File: src/rtl/cpu_bus_pkg.sv
// -----------------------------------------------------------------------------
// cpu_bus_pkg
// Shared definitions for the CPU's SRAM-like bus. The IF/EXE stages, the
// request arbiter and the future AXI bridge use the same request struct.
// The transaction IDs tell which master owns an outstanding response.
// -----------------------------------------------------------------------------
package cpu_bus_pkg;

    // Transaction owner IDs stored in the arbiter's in-order ID FIFO.
    localparam logic ID_INST = 1'b0;
    localparam logic ID_DATA = 1'b1;

    // One SRAM-like request beat (71 bits).
    typedef struct packed {
        logic        wr;
        logic [1:0]  size;   // bytes = 2**size
        logic [3:0]  wstrb;
        logic [31:0] addr;
        logic [31:0] wdata;
    } sram_req_t;

    localparam int SRAM_REQ_W = $bits(sram_req_t);

    function automatic sram_req_t pack_sram_req(
        input logic        wr,
        input logic [1:0]  size,
        input logic [3:0]  wstrb,
        input logic [31:0] addr,
        input logic [31:0] wdata
    );
        sram_req_t r;
        r.wr    = wr;
        r.size  = size;
        r.wstrb = wstrb;
        r.addr  = addr;
        r.wdata = wdata;
        return r;
    endfunction

endpackage

File: src/rtl/id_fifo.sv
// -----------------------------------------------------------------------------
// id_fifo
// Generic synchronous FIFO. Push and pop each take effect at the clock edge.
// A push while full and a pop while empty are ignored. DEPTH must be a power
// of two, so the read and write pointers wrap through plain overflow.
//
// Ports:
//   clk, reset         clock, synchronous active-high reset
//   push_i/push_data_i write one entry
//   pop_i              discard the head entry
//   head_o             current head entry, valid while !empty_o
//   full_o/empty_o     occupancy flags
//   count_o            number of stored entries, 0..DEPTH
// -----------------------------------------------------------------------------
module id_fifo #(
    parameter  int WIDTH   = 1,
    parameter  int DEPTH   = 4,
    localparam int PTR_W   = $clog2(DEPTH),
    localparam int COUNT_W = PTR_W + 1
) (
    input  logic               clk,
    input  logic               reset,
    input  logic               push_i,
    input  logic [WIDTH-1:0]   push_data_i,
    input  logic               pop_i,
    output logic [WIDTH-1:0]   head_o,
    output logic               full_o,
    output logic               empty_o,
    output logic [COUNT_W-1:0] count_o
);

    logic [WIDTH-1:0]   mem_q [DEPTH];
    logic [PTR_W-1:0]   wr_ptr_q, wr_ptr_d;
    logic [PTR_W-1:0]   rd_ptr_q, rd_ptr_d;
    logic [COUNT_W-1:0] count_q, count_d;
    logic               push_ok, pop_ok;

    assign full_o  = (count_q == COUNT_W'(DEPTH));
    assign empty_o = (count_q == '0);
    assign count_o = count_q;
    assign head_o  = mem_q[rd_ptr_q];

    assign push_ok = push_i & ~full_o;
    assign pop_ok  = pop_i & ~empty_o;

    always_comb begin
        // NOTE: every output of this block gets a default first, so no path
        // leaves a signal unassigned and no latch is inferred.
        wr_ptr_d = wr_ptr_q;
        rd_ptr_d = rd_ptr_q;
        count_d  = count_q;
        if (push_ok) wr_ptr_d = wr_ptr_q + PTR_W'(1);
        if (pop_ok)  rd_ptr_d = rd_ptr_q + PTR_W'(1);
        case ({push_ok, pop_ok})
            2'b10:   count_d = count_q + COUNT_W'(1);
            2'b01:   count_d = count_q - COUNT_W'(1);
            default: count_d = count_q;  // idle, or push and pop together
        endcase
    end

    // NOTE: state registers use non-blocking assignments. All flops then
    // update together at the edge, whatever order the blocks run in.
    always_ff @(posedge clk) begin
        if (reset) begin
            wr_ptr_q <= '0;
            rd_ptr_q <= '0;
            count_q  <= '0;
        end else begin
            wr_ptr_q <= wr_ptr_d;
            rd_ptr_q <= rd_ptr_d;
            count_q  <= count_d;
        end
    end

    // NOTE: the storage array is deliberately not reset. Reads are only
    // meaningful while count_q says the slot holds data, and leaving the
    // array out of reset lets it map onto plain registers or RAM.
    always_ff @(posedge clk) begin
        if (push_ok) mem_q[wr_ptr_q] <= push_data_i;
    end

endmodule

File: src/rtl/sram_req_arbiter.sv
// -----------------------------------------------------------------------------
// sram_req_arbiter
// Shares one SRAM-like memory port between the instruction-fetch (inst) and
// load/store (data) SRAM-like masters. Data has fixed priority. A request
// that has been offered but not yet accepted locks the grant to its master
// until it is accepted. Each accepted transaction pushes its owner ID into an
// in-order FIFO. Each mem_data_ok pops the FIFO and is returned to that owner.
// Request and response paths are combinational, so latency is zero and the
// port accepts at most one transaction per cycle.
//
// Parameters:
//   OUTSTANDING  maximum accepted-but-unanswered transactions (power of 2, 2..16)
//
// Ports:
//   clk, reset                       clock, synchronous active-high reset
//   {inst,data}_sram_req/wr/size/wstrb/addr/wdata   master requests (in)
//   {inst,data}_sram_addr_ok/data_ok/rdata          master handshakes (out)
//   mem_req/wr/size/wstrb/addr/wdata                merged request (out)
//   mem_addr_ok/data_ok/rdata                       memory handshakes (in)
// -----------------------------------------------------------------------------
module sram_req_arbiter
    import cpu_bus_pkg::*;
#(
    parameter int OUTSTANDING = 4
) (
    input  logic        clk,
    input  logic        reset,

    input  logic        inst_sram_req,
    input  logic        inst_sram_wr,
    input  logic [1:0]  inst_sram_size,
    input  logic [3:0]  inst_sram_wstrb,
    input  logic [31:0] inst_sram_addr,
    input  logic [31:0] inst_sram_wdata,
    output logic        inst_sram_addr_ok,
    output logic        inst_sram_data_ok,
    output logic [31:0] inst_sram_rdata,

    input  logic        data_sram_req,
    input  logic        data_sram_wr,
    input  logic [1:0]  data_sram_size,
    input  logic [3:0]  data_sram_wstrb,
    input  logic [31:0] data_sram_addr,
    input  logic [31:0] data_sram_wdata,
    output logic        data_sram_addr_ok,
    output logic        data_sram_data_ok,
    output logic [31:0] data_sram_rdata,

    output logic        mem_req,
    output logic        mem_wr,
    output logic [1:0]  mem_size,
    output logic [3:0]  mem_wstrb,
    output logic [31:0] mem_addr,
    output logic [31:0] mem_wdata,
    input  logic        mem_addr_ok,
    input  logic        mem_data_ok,
    input  logic [31:0] mem_rdata
);

    localparam int PTR_W = $clog2(OUTSTANDING);

    logic      lock_q, lock_d;
    logic      lock_sel_q, lock_sel_d;

    logic      grant_valid;
    logic      grant_id;
    logic      grant_req;
    sram_req_t inst_req_s, data_req_s, grant_req_s;

    logic      handshake;
    logic      resp_pop;

    logic       fifo_head;
    logic       fifo_full;
    logic       fifo_empty;
    logic [PTR_W:0] fifo_count;

    assign inst_req_s = pack_sram_req(inst_sram_wr, inst_sram_size, inst_sram_wstrb,
                                      inst_sram_addr, inst_sram_wdata);
    assign data_req_s = pack_sram_req(data_sram_wr, data_sram_size, data_sram_wstrb,
                                      data_sram_addr, data_sram_wdata);

    // Grant: a pending (locked) request keeps the port, otherwise data wins.
    always_comb begin
        grant_valid = 1'b0;
        grant_id    = ID_INST;
        if (lock_q) begin
            grant_valid = 1'b1;
            grant_id    = lock_sel_q;
        end else if (data_sram_req) begin
            grant_valid = 1'b1;
            grant_id    = ID_DATA;
        end else if (inst_sram_req) begin
            grant_valid = 1'b1;
            grant_id    = ID_INST;
        end
    end

    // Request mux. The fields are zero when nobody holds the grant.
    always_comb begin
        grant_req   = 1'b0;
        grant_req_s = '0;
        if (grant_valid) begin
            if (grant_id == ID_DATA) begin
                grant_req   = data_sram_req;
                grant_req_s = data_req_s;
            end else begin
                grant_req   = inst_sram_req;
                grant_req_s = inst_req_s;
            end
        end
    end

    // Full is taken from registered occupancy only. A pop in the same cycle
    // does not reopen the port, which keeps mem_data_ok off the mem_req path.
    assign mem_req   = grant_req & ~fifo_full;
    assign mem_wr    = grant_req_s.wr;
    assign mem_size  = grant_req_s.size;
    assign mem_wstrb = grant_req_s.wstrb;
    assign mem_addr  = grant_req_s.addr;
    assign mem_wdata = grant_req_s.wdata;

    assign handshake         = mem_req & mem_addr_ok;
    assign inst_sram_addr_ok = handshake & (grant_id == ID_INST);
    assign data_sram_addr_ok = handshake & (grant_id == ID_DATA);

    // A response that arrives while nothing is outstanding is dropped.
    assign resp_pop          = mem_data_ok & ~fifo_empty;
    assign inst_sram_data_ok = resp_pop & (fifo_head == ID_INST);
    assign data_sram_data_ok = resp_pop & (fifo_head == ID_DATA);
    assign inst_sram_rdata   = mem_rdata;
    assign data_sram_rdata   = mem_rdata;

    // Lock holds the grant on a request that was offered and not yet
    // accepted, so the address a master has presented stays on the bus.
    always_comb begin
        lock_d     = lock_q;
        lock_sel_d = lock_sel_q;
        if (mem_req && !mem_addr_ok) begin
            lock_d     = 1'b1;
            lock_sel_d = grant_id;
        end else if (handshake) begin
            lock_d     = 1'b0;
        end
    end

    always_ff @(posedge clk) begin
        if (reset) begin
            lock_q     <= 1'b0;
            lock_sel_q <= ID_INST;
        end else begin
            lock_q     <= lock_d;
            lock_sel_q <= lock_sel_d;
        end
    end

    id_fifo #(
        .WIDTH (1),
        .DEPTH (OUTSTANDING)
    ) u_id_fifo (
        .clk         (clk),
        .reset       (reset),
        .push_i      (handshake),
        .push_data_i (grant_id),
        .pop_i       (resp_pop),
        .head_o      (fifo_head),
        .full_o      (fifo_full),
        .empty_o     (fifo_empty),
        .count_o     (fifo_count)
    );

    // The occupancy count is kept for debug visibility only. The control
    // logic above uses the full/empty flags.
    logic unused_fifo_count;
    assign unused_fifo_count = ^fifo_count;

endmodule

File: config.mk
export PLATFORM = sky130hd
export DESIGN_NAME = sram_req_arbiter
export DESIGN_NICKNAME = d
export VERILOG_FILES = /design/src/rtl/cpu_bus_pkg.sv /design/src/rtl/id_fifo.sv /design/src/rtl/sram_req_arbiter.sv
export SDC_FILE = /design/constraint.sdc
export NUM_CORES = 1
export LEC_CHECK = 0
export BUFFER_PORTS_ARGS = -buffer_cell sky130_fd_sc_hd__buf_2
export CAP_MARGIN = 5
export CELL_PAD_IN_SITES_DETAIL_PLACEMENT = 1
export CELL_PAD_IN_SITES_GLOBAL_PLACEMENT = 1
export CORE_AREA = 2 2 125 127
export CTS_CLUSTER_SIZE = 28
export DETAILED_ROUTE_END_ITERATION = 12
export DIE_AREA = 0 0 127 129
export PLACE_DENSITY = 0.78
export REMOVE_ABC_BUFFERS = 1
export SLEW_MARGIN = 20
export SYNTH_ARGS = -nofsm -noshare
export SYNTH_HDL_FRONTEND = slang
export SYNTH_HIERARCHICAL = 1
export SYNTH_SLANG_ARGS = --single-unit
export TNS_END_PERCENT = 10
File: constraint.sdc
create_clock -name clk -period 2.7 [get_ports clk]
set_input_delay 0.27 -clock clk [delete_from_list [all_inputs] [get_ports clk]]
set_output_delay 0.27 -clock clk [all_outputs]
set_load 0.02 [all_outputs]
---- After elaboration in Yosys (flattened, before gate mapping) ----
Memories as Yosys holds them, arrays and structs flattened. A register that Yosys moved wholly into a read port is not among the register bits.
Index checks and enable logic that the tools add are counted.
Widths: inputs -> output; s select.
storage, ports and cells
  memories ................................ 1
  bits of input ports ..................... 180
  register bits ........................... 9
  bits in writable memories ............... 4
  word-level logic and storage cells ...... 47
operators by class
  $add $sub $neg .......................... 4
  muxes and demuxes ....................... 16
  reduce and logical (&&, ||, !) cells .... 5
  equality and inequality tests ........... 3
  bitwise logic cells ..................... 13
memories
  name             depth  bits a word  read ports  clocked after memory_dff  write ports  RTL line       text
  u_id_fifo.mem_q  4      1            1           1                         1            id_fifo.sv:32  logic [WIDTH-1:0] mem_q [DEPTH];
operator list
  kind                 number
  $mux 71              2
  $mux 1               11
  $and 1x1->1          9
  $pmux 3 s2           1
  $add 2x1->2 const B  2
  $mux 2               2
  $not 1->1            4
  $reduce_bool 2->1    2
  $add 3x1->3 const B  1
  $eq 3x3->1 const B   1
  $logic_not 3->1      1
  $sub 3x1->3 const B  1
  $eq 2x1->1 const B   1
  $eq 2x2->1 const B   1
  $logic_and 1x1->1    1
  $logic_not 1->1      1

---- Longest topological paths before layout ----
Gate-level depths: netlist of run 1.
  depth after elaboration ................. 9
  gate-level depth with buffers ........... 11
  mapped depth without buffers ............ 11

---- Modules after synthesis ----
Netlist of run 1, hierarchy kept.
by module, submodules not included
  module            sequential area each (um^2)  times used  area an instance (um^2)  cells an instance
  sram_req_arbiter  40.0                         1           1,467.7                  173
  id_fifo           300.3                        1           618.1                    59

---- Least setup slack after synthesis of run 1 ----
No wires, ideal clock.
  path kind ............................... register -> register
  from .................................... register u_id_fifo.count_q[2] (netlist: u_id_fifo/count_o[2])
  to ...................................... register u_id_fifo.count_q[2] (netlist: u_id_fifo/count_o[2])
  arrival ................................. 2,269 ps
  buffers on the path ..................... 0
  clock period less this slack ............ 2,339 ps
  data required time ...................... 2,630 ps
  stages on the path, launching flop included .. 12
  path slack .............................. 361 ps
  cell sequence ........................... dfxtp_1 > nor3b_2 > a2111oi_4 > inv_1 > nor2_1 > inv_1 > ha_1 > inv_1 > fa_1 > xor2_1 > or3_1 > a21oi_1
on the way
  longest elaborated chain between the ends .. 7
RTL lines
  element                                                 RTL line                 text
  start: declaration                                      id_fifo.sv:35            logic [COUNT_W-1:0] count_q, count_d;
  start signal: assignment                                id_fifo.sv:71            count_q <= count_d;
  $eq 3x3->1 (*)                                          id_fifo.sv:38            assign full_o = (count_q == COUNT_W'(DEPTH));
  net fifo_full                                           sram_req_arbiter.sv:74   logic fifo_full;
  $not 1->1 (*)                                           sram_req_arbiter.sv:116  assign mem_req = grant_req & ~fifo_full;
  $and 1x1->1 (*)                                         sram_req_arbiter.sv:116
  $and 1x1->1 (*)                                         sram_req_arbiter.sv:123  assign handshake = mem_req & mem_addr_ok;
  net handshake                                           sram_req_arbiter.sv:70   logic handshake;
  $and 1x1->1 (*)                                         id_fifo.sv:43            assign push_ok = push_i & ~full_o;
  $eq 2x1->1 / $eq 2x2->1 (equally long branches)         id_fifo.sv:54            case ({push_ok, pop_ok})
  $pmux 3 s2 / $reduce_bool 2->1 (equally long branches)  --
Mark *: on every way through the listed nets, which the timed path passes. The rest lies on a longest branch.
A chain may end at the register's enable or synchronous reset.

---- Worst setup path after layout of run 1 ----
  from .................................... register lock_sel_q
  to ...................................... register u_id_fifo.count_q[2] (netlist: u_id_fifo/count_o[2])
on the way
  longest elaborated chain between the ends .. 8
RTL lines
  element                                                 RTL line                 text
  start: declaration                                      sram_req_arbiter.sv:63   logic lock_sel_q, lock_sel_d;
  start signal: assignment                                sram_req_arbiter.sv:153  lock_sel_q <= lock_sel_d;
  $mux 1 (*)                                              sram_req_arbiter.sv:87   if (lock_q) begin
  $mux 1 (*)                                              sram_req_arbiter.sv:104  if (grant_id == ID_DATA) begin
  $mux 1 (*)                                              sram_req_arbiter.sv:103  if (grant_valid) begin
  $and 1x1->1 (*)                                         sram_req_arbiter.sv:116
  $and 1x1->1 (*)                                         sram_req_arbiter.sv:123
  net handshake                                           sram_req_arbiter.sv:70
  $and 1x1->1 (*)                                         id_fifo.sv:43
  $eq 2x1->1 / $eq 2x2->1 (equally long branches)         id_fifo.sv:54
  $pmux 3 s2 / $reduce_bool 2->1 (equally long branches)  --
Marks and branches as above.

==> tab_implementation.tex, run 1 <==
\begin{tabular}{lr}
\hline
Metric & Value \\
\hline
\multicolumn{2}{l}{\textbf{Yosys}} \\
\quad Cells after synthesis & 232 \\
\quad Post-synthesis async set-or-reset flop share & 0\% \\
\quad Post-synthesis average cell area & between 8 and 9 um2 \\
\quad Most frequently used cell type in the post-synthesis netlist & sky130\_fd\_sc\_hd\_\_a22o\_1 \\
\quad \#FFs+latches synth & 15 \\
\quad Prevailing post-synth register cell & sky130\_fd\_sc\_hd\_\_dfxtp\_1 \\
\quad List of most frequent post-synthesis cells & 72 x sky130\_fd\_sc\_hd\_\_a22o\_1, 64 x sky130\_fd\_sc\_hd\_\_buf\_4, 15 x sky130\_fd\_sc\_hd\_\_buf\_6 \\
\quad Syn. warnings & 6 \\
\quad Cell variety after synth & 30 \\
\quad Netlist area before placement & around 2100 um2 \\
\quad Library cell with the largest summed area after synthesis & sky130\_fd\_sc\_hd\_\_a22o\_1 \\
\quad Count of flip-flops with a built-in enable after synthesis & 4 \\
\quad Top-area cell type share of the netlist area & between 30\% and 40\% \\
\quad Largest cells by area after synthesis & sky130\_fd\_sc\_hd\_\_a22o\_1 30\%, sky130\_fd\_sc\_hd\_\_buf\_4 23\%, sky130\_fd\_sc\_hd\_\_dfxtp\_1 11\%, sky130\_fd\_sc\_hd\_\_buf\_6 8.1\%, sky130\_fd\_sc\_hd\_\_edfxtp\_1 5.8\% \\
\quad Sequential cell area fraction in the yosys report & between 15 and 20\% \\
\multicolumn{2}{l}{\textbf{STA}} \\
\quad Final worst path period share & 90.60\% \\
\quad Crit path time final & 2446 ps \\
\quad Final hold vios & 0 \\
\quad Final setup violation count & 0 \\
\quad Setup TNS & 0 ps \\
\quad Highest clock rate & roughly 0.41 GHz \\
\quad Setup repair after global routing missed its margin & false \\
\quad Worst slew slack as a fraction of its limit & 46.25\% \\
\quad Worst Max-Slew Pin Slew & roughly 800 ps \\
\quad Setup ws final & about 250 ps \\
\quad Worst hold slack after final layout & between 300 and 400 ps \\
\quad Final setup skew & 3.160 ps \\
\quad Number of max-slew violations in the final report & 0 \\
\multicolumn{2}{l}{\textbf{Status}} \\
\quad Status & finished clean \\
\multicolumn{2}{l}{\textbf{Setup path}} \\
\quad Cell with the most instances on the worst path & sky130\_fd\_sc\_hd\_\_inv\_1 \\
\quad Setup crit end kind & register \\
\quad Maximum single-stage delay on the critical path & approximately 460 ps \\
\quad Critical path data required time & 2880 ps \\
\quad Cells along the critical path & mux2i\_1 -> a2111oi\_4 -> inv\_1 -> nor2\_2 -> inv\_1 -> ha\_1 -> inv\_1 -> fa\_1 -> xor2\_1 -> or3\_1 -> a21oi\_1 \\
\quad Critical path type & reg2reg \\
\quad Crit path max fanout & 5 \\
\quad Data arrival at the endpoint of the critical path & 2630 ps \\
\quad Slowest stage cell, crit path & sky130\_fd\_sc\_hd\_\_a2111oi\_4 \\
\quad Launching element type of the critical path & register \\
\multicolumn{2}{l}{\textbf{Placement}} \\
\quad Area post-placement & roughly 2900 um2 \\
\quad Weighted congestion reported at the end of routability-driven placement & $\sim$0.74 \\
\quad Total half-perimeter wirelength after legalization and detailed placement & between 10000 and 15000 um \\
\quad Setup slack after placement & 95.96 ps \\
\quad Count of input and output buffers & about 220 \\
\multicolumn{2}{l}{\textbf{Final layout}} \\
\quad Share of cells above drive strength 1 & between 60 and 70\% \\
\quad Relative area change from synthesis to final layout & 40.73\% \\
\quad Utilization of the core after routing & between 10\% and 20\% \\
\quad \# fillers & 1876 \\
\quad Final design area excluding fillers & between 2000 and 3000 um2 \\
\quad Total number of nets in the final design & approximately 570 \\
\quad FF+latch area & 340.3 um2 \\
\quad Number of antenna repair diodes & 0 \\
\quad Area used by multi-input combinational logic & approximately 1100 um2 \\
\multicolumn{2}{l}{\textbf{Global routing}} \\
\quad Largest net degree at the start of global routing & between 70 and 80 \\
\quad Antenna violations before repair & 0 \\
\quad Global-route wire length before repair & approximately 16000 um \\
\quad Vias in the first global route & approximately 2400 \\
\quad Overall global routing resource usage & roughly 14\% \\
\quad Global route total overflow & 0 \\
\multicolumn{2}{l}{\textbf{Routing}} \\
\quad DRT Wirelength & about 12000 um \\
\quad Detail-routed net length per standard cell & between 20 and 25 um \\
\quad Detailed-router iteration count before antenna repair & 6 \\
\quad Remaining routing DRC violations & 0 \\
\quad Count of antenna-violating nets left after detailed routing & 0 \\
\quad Initial DRC count & between 100 and 150 \\
\quad Number of vias in the routed layout & 2407 \\
\quad Vias per inst & $\sim$4.2 \\
\multicolumn{2}{l}{\textbf{Die}} \\
\quad Std cell rows & 45 \\
\quad IO Pins & 320 \\
\quad Floorplan Core Area & around 15000 um2 \\
\quad Vertical extent of the die & 129 um \\
\quad Die X-Extent & approximately 130 um \\
\quad Area of the die & between 15000 and 20000 um2 \\
\quad Initial core utilization & around 14\% \\
\multicolumn{2}{l}{\textbf{Flow run}} \\
\quad Max-capacitance violation count & 0 \\
\multicolumn{2}{l}{\textbf{Clock network}} \\
\quad Root buffer cell & sky130\_fd\_sc\_hd\_\_clkbuf\_16 \\
\quad Post-CTS clock slew at the launch and capture registers of the worst setup and hold paths & $\sim$50 ps \\
\quad Worst-Skew Late Latency & approximately 250 ps \\
\quad Post-CTS Setup Inserts & 0 \\
\quad Hold-fix buffer count after cts & 0 \\
\quad Maximum root-to-sink buffer count & 2 \\
\quad Clock H-tree levels & 1 \\
\quad Total CTS buffers & 3 \\
\quad Clock tree from TritonCTS & yes \\
\quad Number of sinks on the clock net & 15 \\
\quad Cts repair resizes & 0 \\
\multicolumn{2}{l}{\textbf{Pwr}} \\
\quad Largest vdd supply drop & 0.1710 mV \\
\quad Ratio of total power to cell area & $\sim$470 nW/um2 \\
\quad Leakage & 0.001595 uW \\
\multicolumn{2}{l}{\textbf{Min path}} \\
\quad Hold Path Class & in2reg \\
\hline
\end{tabular}
## routing by layer
layer	up-vias	share of wire [%]	track usage (%)	routed length, um
met5	-	1.2	7.941	152
met1	1102	39	15.97	4725
li1	1101	-	-	-
met3	6	18	11.48	2176
met2	194	42	18.75	5141
met4	4	0.44	2.586	54
## placed cells by master, fill, tap and decap left out, drive strengths merged, types with 2 or more instances in the layout
| cell type | n |
|---|---|
| a21oi | 6 |
| a22o | 72 |
| nor3 | 3 |
| inv | 10 |
| nand2 | 2 |
| clkbuf | 3 |
| ha | 5 |
| buf | 231 |
| and2 | 6 |
| o21ai | 4 |
| nor2 | 8 |
| xor2 | 3 |
| edfxtp | 4 |
| or3 | 3 |
| nor2b | 3 |
| dfxtp | 11 |
## final timing paths
path                                 startpoint                            endpoint  slack, ps  cells past startpoint
max                     lock_sel_q$_SDFFE_PP0P_   u_id_fifo/count_o[2]$_SDFFE_PP0P_        250                     11
min                               data_sram_req             lock_sel_q$_SDFFE_PP0P_        320                      3
max reg2reg             lock_sel_q$_SDFFE_PP0P_   u_id_fifo/count_o[2]$_SDFFE_PP0P_        250                     11
min reg2reg  u_id_fifo/rd_ptr_q[1]$_SDFFE_PP0P_  u_id_fifo/rd_ptr_q[1]$_SDFFE_PP0P_        500                      2
## final cells by class
| cell class | count | share of cell area [%] |
|---|---|---|
| clock buffer | 3 | 2.558 |
| clock inverter | 1 | 0.1705 |
| inverter | 10 | 1.279 |
| multi-input combinational | 126 | 35.89 |
| sequential | 15 | 11.59 |
| tap | 188 | 8.014 |
| timing repair buffer | 231 | 40.49 |
## power breakdown
group,leakage (uW),internal [uW],switching (uW),total (uW)
logic,0.00143,333,484,817
clock network,0.0000409,198,96.6,295
registers,0.000126,249,20.1,269
## through the flow
step,std cells,total power [uW]
6_report,574,1381
2_1_floorplan,151,719.7
4_1_cts,574,1402
3_3_place_gp,570,1088
3_5_place_dp,570,1102
5_1_grt,574,1458
## kinds of logic (layout without fill, tap and decap cells)
family / after synthesis / count (layout) / share of synthesized area [%]
muxes: 3 / 3 / 2.279
adders and majority gates: 6 / 6 / 3.959
AOI/OAI and AO/OA: 87 / 87 / 35.51
xor gates and xnor gates: 3 / 3 / 1.260
buffers and inverters: 91 / 245 / 33.35
and+or+nand+nor: 27 / 27 / 7.319
DFF: 15 / 15 / 16.32
## worst max-delay path: cells and delay by family, from the launching register on
kind                     cells  cell delay [ps]
AND/OR/NAND/NOR              2              510
multiplexers                 1              140
AO/OA/AOI/OAI                2              620
flip-flops                   1              350
adder cells (fa/ha/maj)      2              390
buffers and inverters        3              290
XOR/XNOR                     1               70
No activity file was read; power rests on OpenSTA's default activity.
==> run 2, diff against run 1 <==
--- a/config.mk
+++ b/config.mk
@@ -7,7 +7,7 @@
 export LEC_CHECK = 0
 export BUFFER_PORTS_ARGS = -buffer_cell sky130_fd_sc_hd__buf_2
 export CAP_MARGIN = 5
-export CELL_PAD_IN_SITES_DETAIL_PLACEMENT = 1
+export CELL_PAD_IN_SITES_DETAIL_PLACEMENT = 0
 export CELL_PAD_IN_SITES_GLOBAL_PLACEMENT = 1
 export CORE_AREA = 2 2 125 127
 export CTS_CLUSTER_SIZE = 28
==> run 2 against run 1 <==
Net effect: clock power decreased by 5%; first-iteration DRC count rose by 8.9%; setup slack better by 11 ps; cell area hardly changed; critical path type unchanged; largest cell class unchanged; highest routed layer unchanged.
==> tab_implementation.tex, run 2 (same netlist as run 1, synthesis figures left out) <==
\begin{tabular}{lr}
\hline
Metric & Value \\
\hline
\multicolumn{2}{l}{\textbf{Status}} \\
\quad Status & finished clean (unchanged) \\
\multicolumn{2}{l}{\textbf{Global routing}} \\
\quad Vias in the first global route & 2240 (was 2380) \\
\quad Global route total overflow & 0 (unchanged) \\
\quad Largest net degree at the start of global routing & 78 (unchanged) \\
\quad Global-route wire length before repair & 15130 um (was 16080 um) \\
\quad Overall global routing resource usage & 12.78\% (was 13.75\%) \\
\quad Antenna violations before repair & 0 (unchanged) \\
\multicolumn{2}{l}{\textbf{Pwr}} \\
\quad Leakage & 0.001592 uW (was 0.001595 uW) \\
\quad Sw Ratio & 42.54\% (was 43.48\%) \\
\quad Clock network fraction of design power & 20.6\% (was 21.3\%) \\
\quad Largest vdd supply drop & 0.3034 mV (was 0.1710 mV) \\
\quad Part of the total power dissipated in combinational logic & 59.6\% (was 59.1\%) \\
\quad Internal Power & 781.5 uW (was 780.6 uW) \\
\quad Register share of total power & 19.8\% (was 19.5\%) \\
\quad Ratio of total power to cell area & 463.6 nW/um2 (was 470.5 nW/um2) \\
\quad Net Sw Power & 578.6 uW (was 600.5 uW) \\
\quad Total power consumption of the routed design & 1360 uW (was 1381 uW) \\
\multicolumn{2}{l}{\textbf{Clock network}} \\
\quad Root buffer cell & sky130\_fd\_sc\_hd\_\_clkbuf\_16 (unchanged) \\
\quad Number of sinks on the clock net & 15 (unchanged) \\
\quad Total CTS buffers & 3 (unchanged) \\
\quad Clock tree from TritonCTS & yes (unchanged) \\
\quad Clock H-tree levels & 1 (unchanged) \\
\quad Maximum root-to-sink buffer count & 2 (unchanged) \\
\quad Post-CTS Setup Inserts & 0 (unchanged) \\
\quad Post-CTS clock slew at the launch and capture registers of the worst setup and hold paths & 50 ps (about the same) \\
\quad Worst-Skew Late Latency & 240 ps (was 250 ps) \\
\multicolumn{2}{l}{\textbf{Final layout}} \\
\quad Final design area excluding fillers & 2934 um2 (was 2935 um2) \\
\quad Total number of nets in the final design & 573 (unchanged) \\
\quad Commonest non-fill, non-tap cell in the layout & sky130\_fd\_sc\_hd\_\_buf\_2 (unchanged) \\
\quad Number of antenna repair diodes & 0 (unchanged) \\
\quad Commonest cells after routing, fill and taps aside & 223 x sky130\_fd\_sc\_hd\_\_buf\_2, 71 x sky130\_fd\_sc\_hd\_\_a22o\_1, 11 x sky130\_fd\_sc\_hd\_\_dfxtp\_1 (unchanged) \\
\quad \# fillers & 1730 (was 1876) \\
\quad Area used by multi-input combinational logic & 1054 um2 (unchanged) \\
\quad Share of cells above drive strength 1 & 62.69\% (was 62.95\%) \\
\quad Relative area change from synthesis to final layout & 40.67\% (was 40.73\%) \\
\quad FF+latch area & 340.3 um2 (unchanged) \\
\multicolumn{2}{l}{\textbf{STA}} \\
\quad Highest clock rate & 0.4106 GHz (was 0.4088 GHz) \\
\quad Final worst path period share & 90.19\% (was 90.60\%) \\
\quad Worst Max-Slew Pin Slew & 796.1 ps (was 806.3 ps) \\
\quad Worst hold slack after final layout & 322.4 ps (was 318.0 ps) \\
\quad Final hold vios & 0 (unchanged) \\
\quad Final setup violation count & 0 (unchanged) \\
\quad Crit path time final & 2435 ps (was 2446 ps) \\
\quad Number of max-slew violations in the final report & 0 (unchanged) \\
\quad Setup TNS & 0 ps (unchanged) \\
\quad Setup repair after global routing missed its margin & false (unchanged) \\
\quad Setup ws final & 264.8 ps (was 253.9 ps) \\
\quad Final setup skew & 4.147 ps (was 3.160 ps) \\
\quad Worst slew slack as a fraction of its limit & 46.93\% (was 46.25\%) \\
\multicolumn{2}{l}{\textbf{Setup path}} \\
\quad Launching element type of the critical path & register (unchanged) \\
\quad Startpoint of the most critical register-to-register path & lock\_sel\_q\$\_SDFFE\_PP0P\_ (unchanged) \\
\quad Number of cells on the worst reg-to-reg path & 11 (unchanged) \\
\quad Setup crit end kind & register (unchanged) \\
\quad Data arrival at the endpoint of the critical path & 2600 ps (was 2630 ps) \\
\quad Terminus of the critical flop-to-flop path & u\_id\_fifo/count\_o[2]\$\_SDFFE\_PP0P\_ (unchanged) \\
\quad Register-to-register setup slack & 260 ps (was 250 ps) \\
\quad Critical path type & reg2reg (unchanged) \\
\quad Crit path max fanout & 5 (unchanged) \\
\quad Critical path data required time & 2870 ps (was 2880 ps) \\
\multicolumn{2}{l}{\textbf{Placement}} \\
\quad Total half-perimeter wirelength after legalization and detailed placement & 10180 um (was 10690 um) \\
\quad Count of input and output buffers & 223 (unchanged) \\
\quad Area post-placement & 2853 um2 (unchanged) \\
\quad Setup slack after placement & 161.6 ps (was 95.96 ps) \\
\quad Weighted congestion reported at the end of routability-driven placement & 0.7352 (unchanged) \\
\multicolumn{2}{l}{\textbf{Die}} \\
\quad Std cell rows & 45 (unchanged) \\
\quad IO Pins & 320 (unchanged) \\
\quad Initial core utilization & 13.93\% (unchanged) \\
\quad Vertical extent of the die & 129 um (unchanged) \\
\quad Die X-Extent & 127 um (unchanged) \\
\quad Area of the die & 16380 um2 (unchanged) \\
\quad Floorplan Core Area & 14980 um2 (unchanged) \\
\multicolumn{2}{l}{\textbf{Routing}} \\
\quad Remaining routing DRC violations & 0 (unchanged) \\
\quad Vias per inst & 4.178 (was 4.193) \\
\quad Number of vias in the routed layout & 2398 (was 2407) \\
\quad Detailed-router iteration count before antenna repair & 4 (was 6) \\
\quad DRT Wirelength & 11550 um (was 12250 um) \\
\quad Detail-routed net length per standard cell & 20.12 um (was 21.34 um) \\
\quad Count of antenna-violating nets left after detailed routing & 0 (unchanged) \\
\quad Initial DRC count & 134 (was 123) \\
\multicolumn{2}{l}{\textbf{Min path}} \\
\quad Hold path startpoint & data\_sram\_req (unchanged) \\
\quad Hold Crit Endpoint & lock\_sel\_q\$\_SDFFE\_PP0P\_ (unchanged) \\
\quad Worst hold path depth & 3 (unchanged) \\
\quad Hold Path Class & in2reg (unchanged) \\
\multicolumn{2}{l}{\textbf{Flow run}} \\
\quad Max-capacitance violation count & 0 (unchanged) \\
\hline
\end{tabular}
run 2: cell count changes in the layout (fill, tap and decap cells not counted), sizes merged:
cell / delta
clkinv: -1
clkbuf: +1
run 2: per-stage QoR:
stage                     util, %  cells
after floorplan                 -    151
after global placement      19.05    570
after detailed placement    19.05    570
after CTS                   19.57    574
after global routing        19.59    574
final                       19.59    574
run 2: worst max-delay path by stage:
stage,startpoint,endpoint,slack [ps],cells past startpoint
2_1_floorplan,lock_q$_SDFFE_PP0P_,mem_addr[0],270,2
3_3_place_gp,data_sram_req,u_id_fifo/count_o[2]$_SDFFE_PP0P_,250,12
3_5_place_dp,data_sram_req,u_id_fifo/count_o[2]$_SDFFE_PP0P_,160,12
4_1_cts,lock_sel_q$_SDFFE_PP0P_,u_id_fifo/count_o[2]$_SDFFE_PP0P_,180,11
6_report,lock_sel_q$_SDFFE_PP0P_,u_id_fifo/count_o[2]$_SDFFE_PP0P_,260,11
5_1_grt,lock_sel_q$_SDFFE_PP0P_,u_id_fifo/count_o[2]$_SDFFE_PP0P_,50,11
run 2: timing repair:
action                                  4_1_cts  5_1_grt
endpoints found under the setup margin        0        1
gates resized for setup                       0        1
hold buffers                                  0        0
run 2: area by class of cell:
cell class              count  area share (%)
well taps                 188           8.017
inverters                  10           1.279
flip-flops and latches     15           11.60
multi-input cells         126           35.91
repair buffers            231           40.51
clock buffers               4           2.687
run 2: critical path: stages, from the launching register on:
cell                        delay (ps)
sky130_fd_sc_hd__dfxtp_1           360
sky130_fd_sc_hd__mux2i_1           150
sky130_fd_sc_hd__a2111oi_4         460
sky130_fd_sc_hd__inv_1             150
sky130_fd_sc_hd__nor2_2            200
sky130_fd_sc_hd__inv_1              70
sky130_fd_sc_hd__ha_1              210
sky130_fd_sc_hd__inv_1              80
sky130_fd_sc_hd__fa_1              170
sky130_fd_sc_hd__xor2_1             70
sky130_fd_sc_hd__or3_1             300
sky130_fd_sc_hd__a21oi_1           150
run 2: power groups by stage:
stage / Clock, uW / Combinational [uW] / Sequential, uW
after floorplan: 0 / 450 / 269
after global routing: 298 / 871 / 272
after CTS: 290 / 818 / 269
after global placement: 0 / 816 / 272
final: 281 / 810 / 269
after detailed placement: 0 / 817 / 274
run 2: routing by layer:
| layer | track usage [%] | up-vias | wire [um] |
|---|---|---|---|
| li1 | - | 1104 | - |
| met1 | 16.23 | 1065 | 4752 |
| met2 | 16.32 | 215 | 4568 |
| met3 | 10.94 | 9 | 2020 |
| met4 | 0.5171 | 5 | 30 |
| met5 | 8.235 | - | 176 |
